<file path="src/rtl/iram_loader_pkg.sv">
// Shared definitions for the iRAM loader: default geometry and FSM state encodings.
package iram_loader_pkg;

    localparam int LDR_WORD_W = 32;
    localparam int LDR_ADDR_W = 10;
    localparam int LDR_LEN_W  = 16;

    typedef enum logic [2:0] {
        LDR_IDLE   = 3'd0,
        LDR_LEN_LO = 3'd1,
        LDR_LEN_HI = 3'd2,
        LDR_DATA   = 3'd3,
        LDR_WRITE  = 3'd4,
        LDR_DONE   = 3'd5,
        LDR_ERR    = 3'd6
    } ldr_state_e;

endpackage

</file>
<file path="src/rtl/iram_loader_if.sv">
// Byte-stream valid/ready handshake feeding the iRAM loader.
interface iram_loader_if;

    logic       in_valid;
    logic [7:0] in_data;
    logic       in_ready;

    modport master (output in_valid, output in_data, input in_ready);
    modport slave  (input in_valid, input in_data, output in_ready);

endinterface

</file>
<file path="src/rtl/iram_loader_word_assembler.sv">
// Collects bytes little-endian into one iRAM word; o_last flags the final byte slot.
module iram_loader_word_assembler #(
    parameter int WORD_W = 32
) (
    input  logic              clk,
    input  logic              rst,
    input  logic              i_clr,
    input  logic              i_load,
    input  logic [7:0]        i_byte,
    output logic [WORD_W-1:0] o_word,
    output logic              o_last
);

    localparam int NB    = WORD_W / 8;
    localparam int IDX_W = (NB > 1) ? $clog2(NB) : 1;

    logic [IDX_W-1:0]  r_idx;
    logic [WORD_W-1:0] r_word;

    assign o_last = (r_idx == IDX_W'(NB - 1));
    assign o_word = r_word;

    always_ff @(posedge clk) begin
        if (!rst) begin
            r_idx  <= '0;
            r_word <= '0;
        end else if (i_clr) begin
            r_idx <= '0;
        end else if (i_load) begin
            r_word[8*r_idx +: 8] <= i_byte;
            r_idx                <= o_last ? '0 : r_idx + IDX_W'(1);
        end
    end

endmodule

</file>
<file path="src/rtl/iram_loader.sv">
// Streams a length-prefixed program into iRAM and holds the CPU in reset until it is loaded.
//   state      | meaning
//   LDR_IDLE   | waiting for start after reset
//   LDR_LEN_LO | taking word-count low byte
//   LDR_LEN_HI | taking word-count high byte, judging the count
//   LDR_DATA   | assembling a word from the stream
//   LDR_WRITE  | one-cycle iRAM write of the assembled word
//   LDR_DONE   | program loaded, CPU released
//   LDR_ERR    | illegal count, CPU held in reset
module iram_loader
    import iram_loader_pkg::*;
#(
    parameter int WORD_W = LDR_WORD_W,
    parameter int ADDR_W = LDR_ADDR_W,
    parameter int LEN_W  = LDR_LEN_W
) (
    input  logic              clk,
    input  logic              rst,
    input  logic              start,
    iram_loader_if.slave      s_in,
    output logic              weI,
    output logic [WORD_W-1:0] dinI,
    output logic [ADDR_W-1:0] addrI,
    output logic              busy,
    output logic              done,
    output logic              err,
    output logic              cpu_rst_n
);

    localparam logic [LEN_W:0] MAX_CNT = (LEN_W + 1)'(1) << ADDR_W;

    ldr_state_e        r_state;
    ldr_state_e        w_next;
    logic [7:0]        r_len_lo;
    logic [LEN_W-1:0]  r_remaining;
    logic [ADDR_W-1:0] r_waddr;
    logic              w_in_ready;
    logic              w_accept;
    logic              w_last;
    logic              w_asm_clr;
    logic              w_asm_load;
    logic [LEN_W-1:0]  w_count;
    logic              w_too_big;

    assign w_accept      = s_in.in_valid && w_in_ready;
    assign s_in.in_ready = w_in_ready;
    assign w_count       = LEN_W'({s_in.in_data, r_len_lo});
    assign w_too_big     = ({1'b0, w_count} > MAX_CNT);
    assign w_asm_clr     = (r_state == LDR_WRITE) || (r_state == LDR_LEN_HI && w_accept);
    assign w_asm_load    = (r_state == LDR_DATA) && w_accept;
    assign addrI         = r_waddr;

    iram_loader_word_assembler #(.WORD_W(WORD_W)) u_asm (
        .clk    (clk),
        .rst    (rst),
        .i_clr  (w_asm_clr),
        .i_load (w_asm_load),
        .i_byte (s_in.in_data),
        .o_word (dinI),
        .o_last (w_last)
    );

    always_comb begin
        w_next     = r_state;
        w_in_ready = 1'b0;
        weI        = 1'b0;
        busy       = 1'b0;
        done       = 1'b0;
        err        = 1'b0;
        cpu_rst_n  = 1'b0;
        case (r_state)
            LDR_IDLE: begin
                if (start) w_next = LDR_LEN_LO;
            end
            LDR_LEN_LO: begin
                w_in_ready = 1'b1;
                busy       = 1'b1;
                if (w_accept) w_next = LDR_LEN_HI;
            end
            LDR_LEN_HI: begin
                w_in_ready = 1'b1;
                busy       = 1'b1;
                if (w_accept) begin
                    if (w_count == '0)  w_next = LDR_DONE;
                    else if (w_too_big) w_next = LDR_ERR;
                    else                w_next = LDR_DATA;
                end
            end
            LDR_DATA: begin
                w_in_ready = 1'b1;
                busy       = 1'b1;
                if (w_accept && w_last) w_next = LDR_WRITE;
            end
            LDR_WRITE: begin
                weI    = 1'b1;
                busy   = 1'b1;
                w_next = (r_remaining == LEN_W'(1)) ? LDR_DONE : LDR_DATA;
            end
            LDR_DONE: begin
                done      = 1'b1;
                cpu_rst_n = 1'b1;
                if (start) w_next = LDR_LEN_LO;
            end
            LDR_ERR: begin
                err = 1'b1;
                if (start) w_next = LDR_LEN_LO;
            end
            default: w_next = LDR_IDLE;
        endcase
    end

    always_ff @(posedge clk) begin
        if (!rst) begin
            r_state     <= LDR_IDLE;
            r_len_lo    <= '0;
            r_remaining <= '0;
            r_waddr     <= '0;
        end else begin
            r_state <= w_next;
            if (r_state == LDR_LEN_LO && w_accept) r_len_lo <= s_in.in_data;
            if (r_state == LDR_LEN_HI && w_accept && w_next == LDR_DATA) begin
                r_remaining <= w_count;
                r_waddr     <= '0;
            end
            // Address holds on the final word so a full-depth load never wraps to 0.
            if (r_state == LDR_WRITE) begin
                r_remaining <= r_remaining - LEN_W'(1);
                if (r_remaining != LEN_W'(1)) r_waddr <= r_waddr + ADDR_W'(1);
            end
        end
    end

endmodule

</file>
<file path="src/flat_wrapper.sv">
// flat-port wrapper written by rule: the top's interface ports become plain ports
module iram_loader_flat import iram_loader_pkg::*;
#(
    parameter int WORD_W = LDR_WORD_W,
    parameter int ADDR_W = LDR_ADDR_W,
    parameter int LEN_W  = LDR_LEN_W
)
  (clk, rst, start, weI, dinI, addrI, busy, done, err, cpu_rst_n, s_in_in_valid, s_in_in_data, s_in_in_ready);
  iram_loader_if s_in_i ();
  input  logic clk;
  input  logic rst;
  input  logic start;
  output logic weI;
  output logic [WORD_W-1:0] dinI;
  output logic [ADDR_W-1:0] addrI;
  output logic busy;
  output logic done;
  output logic err;
  output logic cpu_rst_n;
  input wire logic [$bits(s_in_i.in_valid)-1:0] s_in_in_valid;
  input wire logic [$bits(s_in_i.in_data)-1:0] s_in_in_data;
  output wire logic [$bits(s_in_i.in_ready)-1:0] s_in_in_ready;
  assign s_in_i.in_valid = s_in_in_valid;
  assign s_in_i.in_data = s_in_in_data;
  assign s_in_in_ready = s_in_i.in_ready;
  iram_loader #(.WORD_W(WORD_W), .ADDR_W(ADDR_W), .LEN_W(LEN_W)) u_core (.clk(clk), .rst(rst), .start(start), .s_in(s_in_i), .weI(weI), .dinI(dinI), .addrI(addrI), .busy(busy), .done(done), .err(err), .cpu_rst_n(cpu_rst_n));
endmodule
</file>
<file path="config.mk">
export PLATFORM = sky130hd
export DESIGN_NAME = iram_loader_flat
export DESIGN_NICKNAME = d
export VERILOG_FILES = /design/src/rtl/iram_loader_pkg.sv /design/src/rtl/iram_loader_if.sv /design/src/rtl/iram_loader_word_assembler.sv /design/src/rtl/iram_loader.sv /design/src/flat_wrapper.sv
export SDC_FILE = /design/constraint.sdc
export NUM_CORES = 1
export LEC_CHECK = 0
export CAP_MARGIN = 0
export CORE_MARGIN = 3
export CORE_UTILIZATION = 45
export CTS_CLUSTER_DIAMETER = 150
export DETAILED_ROUTE_END_ITERATION = 7
export PLACE_DENSITY = 0.69
export SYNTH_ARGS = -nofsm -noshare
export SYNTH_HDL_FRONTEND = slang
export SYNTH_HIERARCHICAL = 1
export SYNTH_SLANG_ARGS = --single-unit
</file>
<file path="constraint.sdc">
create_clock -name clk -period 3 [get_ports clk]
set_input_delay 0.45 -clock clk [delete_from_list [all_inputs] [get_ports clk]]
set_output_delay 0.45 -clock clk [all_outputs]
set_load 0.05 [all_outputs]
</file>
# After elaboration in Yosys (flattened, before gate mapping)
# Cells that the tools add are included.
word_totals:
  register_bits: 71
  inputBits: 12
  output_inout_bits: 48
  elab_cells: 60
op_classes:
  addsub: 4
  magnitude_cmp: 1
  n_eq_ne: 10
  shift: 2
  n_mux: 20
  bitwise_logic: 2
  n_reduce_logical: 15
op_table:
  columns: ["cell", "n"]
  rows:
  - ["$neg 5->34", 1]
  - ["$shift 8x34->32 const A", 1]
  - ["$shiftx 8x34->32", 1]
  - ["$bwmux 32", 1]
  - ["$mux 16", 2]
  - ["$mux 10", 3]
  - ["$mux 3", 7]
  - ["$eq 16x1->1 const B", 1]
  - ["$gt 16x11->1 const B", 1]
  - ["$logic_not 16->1", 1]
  - ["$ne 16x1->1 const B", 1]
  - ["$sub 16x1->16 const B", 1]
  - ["$pmux 3 s5", 1]
  - ["$add 10x1->10 const B", 1]
  - ["$eq 3x2->1 const B", 3]
  - ["$eq 3x3->1 const B", 3]
  - ["$logic_and 1x1->1", 6]
  - ["$reduce_or 3->1", 2]
  - ["$mux 1", 5]
  - ["$reduce_or 4->1", 1]
  - ["$eq 3x1->1 const B", 1]
  - ["$logic_not 3->1", 1]
  - ["$add 2x1->2 const B", 1]
  - ["$eq 2x2->1 const B", 1]
  - ["6 further kinds", 7]

# Logic depth before layout (Yosys ltp)
logic_depth:
  ltp_word: 12
  ltp_mapped: 9
  mapped_depth_nobuf: 7

# Modules after synthesis
# Netlist, hierarchy kept.
by_module_without_submodules:
  columns: ["module", "instances", "cells_each", "area_each_um2", "seq_area_each_um2"]
  rows:
  - ["iram_loader", 1, 266, 2044.5, 740.7]
  - ["iram_loader_word_assembler", 1, 117, 1316.3, 680.7]

# Worst setup path before layout
# Ideal clock, no wire load.
synth_timing:
  path_kind: "reg-to-reg"
  from: "register u_core.r_state[0]"
  to: "register u_core.r_remaining[13]"
  setup_time_ps: 115
  t_arrival_ps: 2104
  t_required_ps: 2885
  slack_ps: 782
  stages_incl_launch_ff: 9
  n_path_buf: 2
  synth_period_minus_slack_ps: 2218
  cell_sequence: "dfxtp_1 -> clkbuf_1 -> nor2_1 -> nand2_1 -> inv_1 -> clkbuf_1 -> nand3_1 -> and3_1 -> o21a_1"
synth_via:
  elab_chain_cells: 10
  elab_cells_between_ends: 22
  cone_classes: "7 x eq/ne; 7 x mux; 8 x reduce/logical"
synth_lines:
  columns: ["element", "line_no", "text"]
  rows:
  - ["from (decl)", "iram_loader.sv:32", "ldr_state_e r_state;"]
  - ["from (signal assigned)", "iram_loader.sv:119", "r_state <= w_next;"]
  - ["$eq 3x2->1, or another cell as far along", "iram_loader.sv:71, iram_loader.sv:121", null]
  - ["$reduce_or 3->1 (no line)", null, null]
  - ["$mux 1", "iram_loader.sv:71", "case (r_state)"]
  - ["$logic_and 1x1->1", "iram_loader.sv:45", "assign w_accept = s_in.in_valid && w_in_ready;"]
  - ["$logic_and 1x1->1", "iram_loader.sv:92", "if (w_accept && w_last) w_next = LDR_WRITE;"]
  - ["$mux 3", "iram_loader.sv:92", null]
  - ["$pmux 3 s5", "iram_loader.sv:71", null]
  - ["$eq 3x2->1", "iram_loader.sv:121", "if (r_state == LDR_LEN_HI && w_accept && w_next == LDR_DATA) begin"]
  - ["$logic_and 1x1->1", "iram_loader.sv:121", null]
  - ["$reduce_bool 2->1 (no line)", null, null]
  - ["to (signal assigned)", "iram_loader.sv:122", "r_remaining <= w_count;"]
  - ["to (signal assigned)", "iram_loader.sv:127", "r_remaining <= r_remaining - LEN_W'(1);"]
  - ["to (decl)", "iram_loader.sv:35", "logic [LEN_W-1:0] r_remaining;"]
# Several ways; a longest one is shown, not always the timed one.
# A chain may end at the register's enable or synchronous reset.

# Worst setup path after layout
layout_timing:
  from: "register u_core.r_state[1]"
  to: "output port busy"
layout_via:
  elab_chain_cells: 3
  elab_cells_between_ends: 6
  cone_classes: "4 x eq/ne; 1 x mux; 1 x reduce/logical"
layout_lines:
  columns: ["element", "line_no", "text"]
  rows:
  - ["$eq 3x2->1, or another cell as far along", "iram_loader.sv:71", null]
  - ["$reduce_or 4->1 (no line) (*)", null, null]
  - ["$mux 1 (*)", "iram_loader.sv:71", null]
  - ["to (decl)", "flat_wrapper.sv:16", "output logic busy;"]
# Every way passes the cells marked *; elsewhere a longest branch is shown, timed or not.

==> results.toml <==
[power]
seq_power_share_pct = 50.0
total_leakage_power_nw = 1.60
ir_worst_vdd_mv = 0.211
power_per_cell_area_nw_per_um2 = 454
clkPwrFrac_pct = 38.6
power_report.internal_total_w = 0.00143
combinational_share_of_power_pct = 11.3
switchingPower_w = 0.000525
total_power_w = 0.00196
swShare_pct = 26.8

[run_status]
outcome = "finished clean"

[logic_synthesis]
synth_ff_type = "sky130_fd_sc_hd__dfxtp_1"
post_synth_most_frequent_cells = "sky130_fd_sc_hd__dfxtp_1, sky130_fd_sc_hd__nand2_1, sky130_fd_sc_hd__nor2_1, sky130_fd_sc_hd__o21ai_0, sky130_fd_sc_hd__a21oi_1"
syn_inst = 383
synth_nets = 404
postSynthRegisterBits = 71
synth_area_leaders = "sky130_fd_sc_hd__dfxtp_1, sky130_fd_sc_hd__nand2_1, sky130_fd_sc_hd__a22o_1, sky130_fd_sc_hd__nor2_1, sky130_fd_sc_hd__o21ai_0"
share_of_flip_flops_with_an_asynchronous_set_or_reset_pct = 0
dominant_combinational_cell_family_by_area_after_synthesis = "simple AND/OR/NAND/NOR gates"
synth_top_area_share_pct = 42.3
synth_area_um2 = 3360
synthesis.yosys.warnings = 6
complex_gate_fraction_of_the_synthesized_area_pct = 21.3
yosysTopAreaCell = "sky130_fd_sc_hd__dfxtp_1"
post_synth_and_or_nand_nor_area_fraction_pct = 25.8
post_synth_mux_area_share_pct = 2.98
synth.most_common_cell = "sky130_fd_sc_hd__dfxtp_1"
synth-edff-count = 0
seq_total_area_yosys_pct = 42.3
ys_types = 58
post_synth_fa_ha_maj_area_fraction_pct = 3.35
synth_area_per_cell_um2 = 8.77
synth-xor-area-share_pct = 1.04

[place]
gp_congestion = 0.874
post-dp-hpwl_mm = 6.28
place.port_buffers = 59
preCtsSetupSlack_ns = 0.261
number_of_instances_in_the_placed_design = 536

[die]
start_util_pct = 47.9
chipWidth_um = 92.4
rows = 30
die-area_um2 = 8540
die-height_um = 92.4
core-area_um2 = 7020
floorplan.io_pins = 60

[clock_network]
cts_tree = "yes"
cts.root.buffer_cell = "sky130_fd_sc_hd__clkbuf_8"
htree_levels = 3
cts-buffers-inserted = 9
cts.hold.buffers_added = 0
cts-root-to-sink-buffers = 2
cts_resized = 0
clock_latency_ns = 0.34
cts_post_setup_buffers_inserted = 0
clock_sink_total = 71
clk_transition_reported_paths_ns = 0.08

[grt]
grt_max_degree = 30
grt_util_all_layers_pct = 20.2
grt_pass1_wl_mm = 13.9
grt_overflow_total = 0
first_global_vias = 2746
number_of_antenna_violations_at_the_first_check_in_global_routing = 0

[setup_path]
cpMaxStageDelayCell = "sky130_fd_sc_hd__clkdlybuf4s50_1"
regToRegSetupSlack_ns = 0.54
path_max_fanout = 12
cpPeakStageDelay_ns = 0.82
timing.critical_path.required_ns = 2.55
arrival_time_reported_for_the_critical_path_endpoint_ns = 2.07
critical_path.startpoint_type = "flop"
endpoint_kind = "primary output"
worstSetupPathType = "flop to primary output"
crit_path_cell_trace = "nor2_1 > xnor2_1 > clkdlybuf4s50_1"

[layout]
stdcell_count = 552
number_of_nets_at_the_end_of_the_flow = 472
antenna_cells = 0
drive_above_1_share_pct = 9.87
area_growth_syn_to_layout_pct = 28.2

[sta]
worst_slew_margin_rel_pct = 49.1
clock_skew_ns = 0.0111
rsz0062_at_grt = "false"
fmax_mhz = 396
setup-tns-final_ns = 0
final-max-slew-violation-count = 0
transition_at_the_pin_with_the_smallest_max_transition_slack_ns = 0.762
period_needed_ns = 2.52
hold_violations = 0
final-setup-viol-count = 0
timing.final.ws_setup_ns = 0.476
final.period_utilization_pct = 84.1
worst_hold_slack_ns = 0.470

[route]
dr.pass1.iters = 5
routed_wirelength_mm = 8.64
drt_first_iter_violations = 170
ant_nets = 0
avgRoutedWirePerCell_um = 15.7
routed-via-count = 3143
detail_route.vias_per_cell = 5.69
detail_route.drc_violations = 0

[flow_run]
max-cap-violations = 0

[min_path]
min_path_type = "flop to flop"
## layout by cell type, fill, tap and decap left out, drive strengths merged, types with 4 or more instances in the layout
cell type / instances
inv: 9
nor3b: 4
a22o: 15
and3: 8
o21a: 4
mux2i: 10
nor3: 10
a31oi: 6
nor2b: 7
nor4: 12
nor2: 33
dfxtp: 71
clkinv: 4
clkdlybuf4s50: 58
o21ai: 25
nand2b: 6
buf: 16
a32o: 9
nand3: 11
clkbuf: 10
o22ai: 9
a21oi: 21
ha: 9
nand2: 44
## critical path, delay by kind of cell (launching register included)
kind | cells | cell delay (ns)
XOR/XNOR | 1 | 0.17
buffers and inverters | 1 | 0.82
flip-flops | 1 | 0.56
AND/OR/NAND/NOR | 1 | 0.18
## flip-flops by register name (all words and copies together) (netlist names)
signal and cells:
u_core/r_len_lo 8, u_core/addrI 10, u_core/r_state 3, u_core/u_asm/o_word 32
u_core/r_remaining 16, u_core/u_asm/r_idx 2
## layer usage
metal / up-vias / global-route usage (%) / part of all wire, %
met1: 1491 / 29.6 / 49
li1: 1559 / - / -
met3: 6 / 3.66 / 4.7
met5: - / 0 / 0
met2: 87 / 29.7 / 46
met4: 0 / 6.44 / 0.84
## final cells by class
cell class                      count  area [um^2]
Fill cell                         617         2710
Multi-Input combinational cell    285         1830
Sequential cell                    71         1420
Timing Repair Buffer               74          701
Clock buffer                       10          128
Tap cell                           96          120
Clock inverter                      6         71.3
Inverter                           10         37.5
## logic make-up (layout without fill, tap and decap cells)
| logic type | count (synthesis) | in the layout |
|---|---|---|
| simple gates | 157 | 157 |
| compound gates | 105 | 105 |
| flops | 71 | 71 |
| buf+inv | 27 | 100 |
| mux | 10 | 10 |
| fa+ha+maj | 9 | 9 |
| xor+xnor | 4 | 4 |
## stage by stage
stage | area [um^2] | utilization [%]
3_5_place_dp | 4110 | 58.6
2_1_floorplan | 3360 | -
6_report | 4310 | 61.4
5_1_grt | 4310 | 61.4
3_3_place_gp | 4110 | 58.6
4_1_cts | 4310 | 61.4
## power by group through the flow
| stage | registers [W] | clock network [W] | logic, W |
|---|---|---|---|
| 6_report | 0.000979 | 0.000756 | 0.000222 |
| 5_1_grt | 0.000981 | 0.000810 | 0.000240 |
| 4_1_cts | 0.000978 | 0.000773 | 0.000220 |
| 3_5_place_dp | 0.00100 | 0 | 0.000218 |
| 3_3_place_gp | 0.00100 | 0 | 0.000216 |
| 2_1_floorplan | 0.000994 | 0 | 0.000141 |
## path summary, 6_finish.rpt
path	from	endpoint	depth (start not counted)
setup / recovery	u_core/r_state[1]	busy	3
hold reg to reg	u_core/u_asm/o_word[31]	u_core/u_asm/o_word[31]	2
setup reg to reg	u_core/r_state[1]	u_core/u_asm/o_word[2]	6
hold / removal	u_core/u_asm/o_word[31]	u_core/u_asm/o_word[31]	2
No activity file was read; power rests on OpenSTA's default activity.
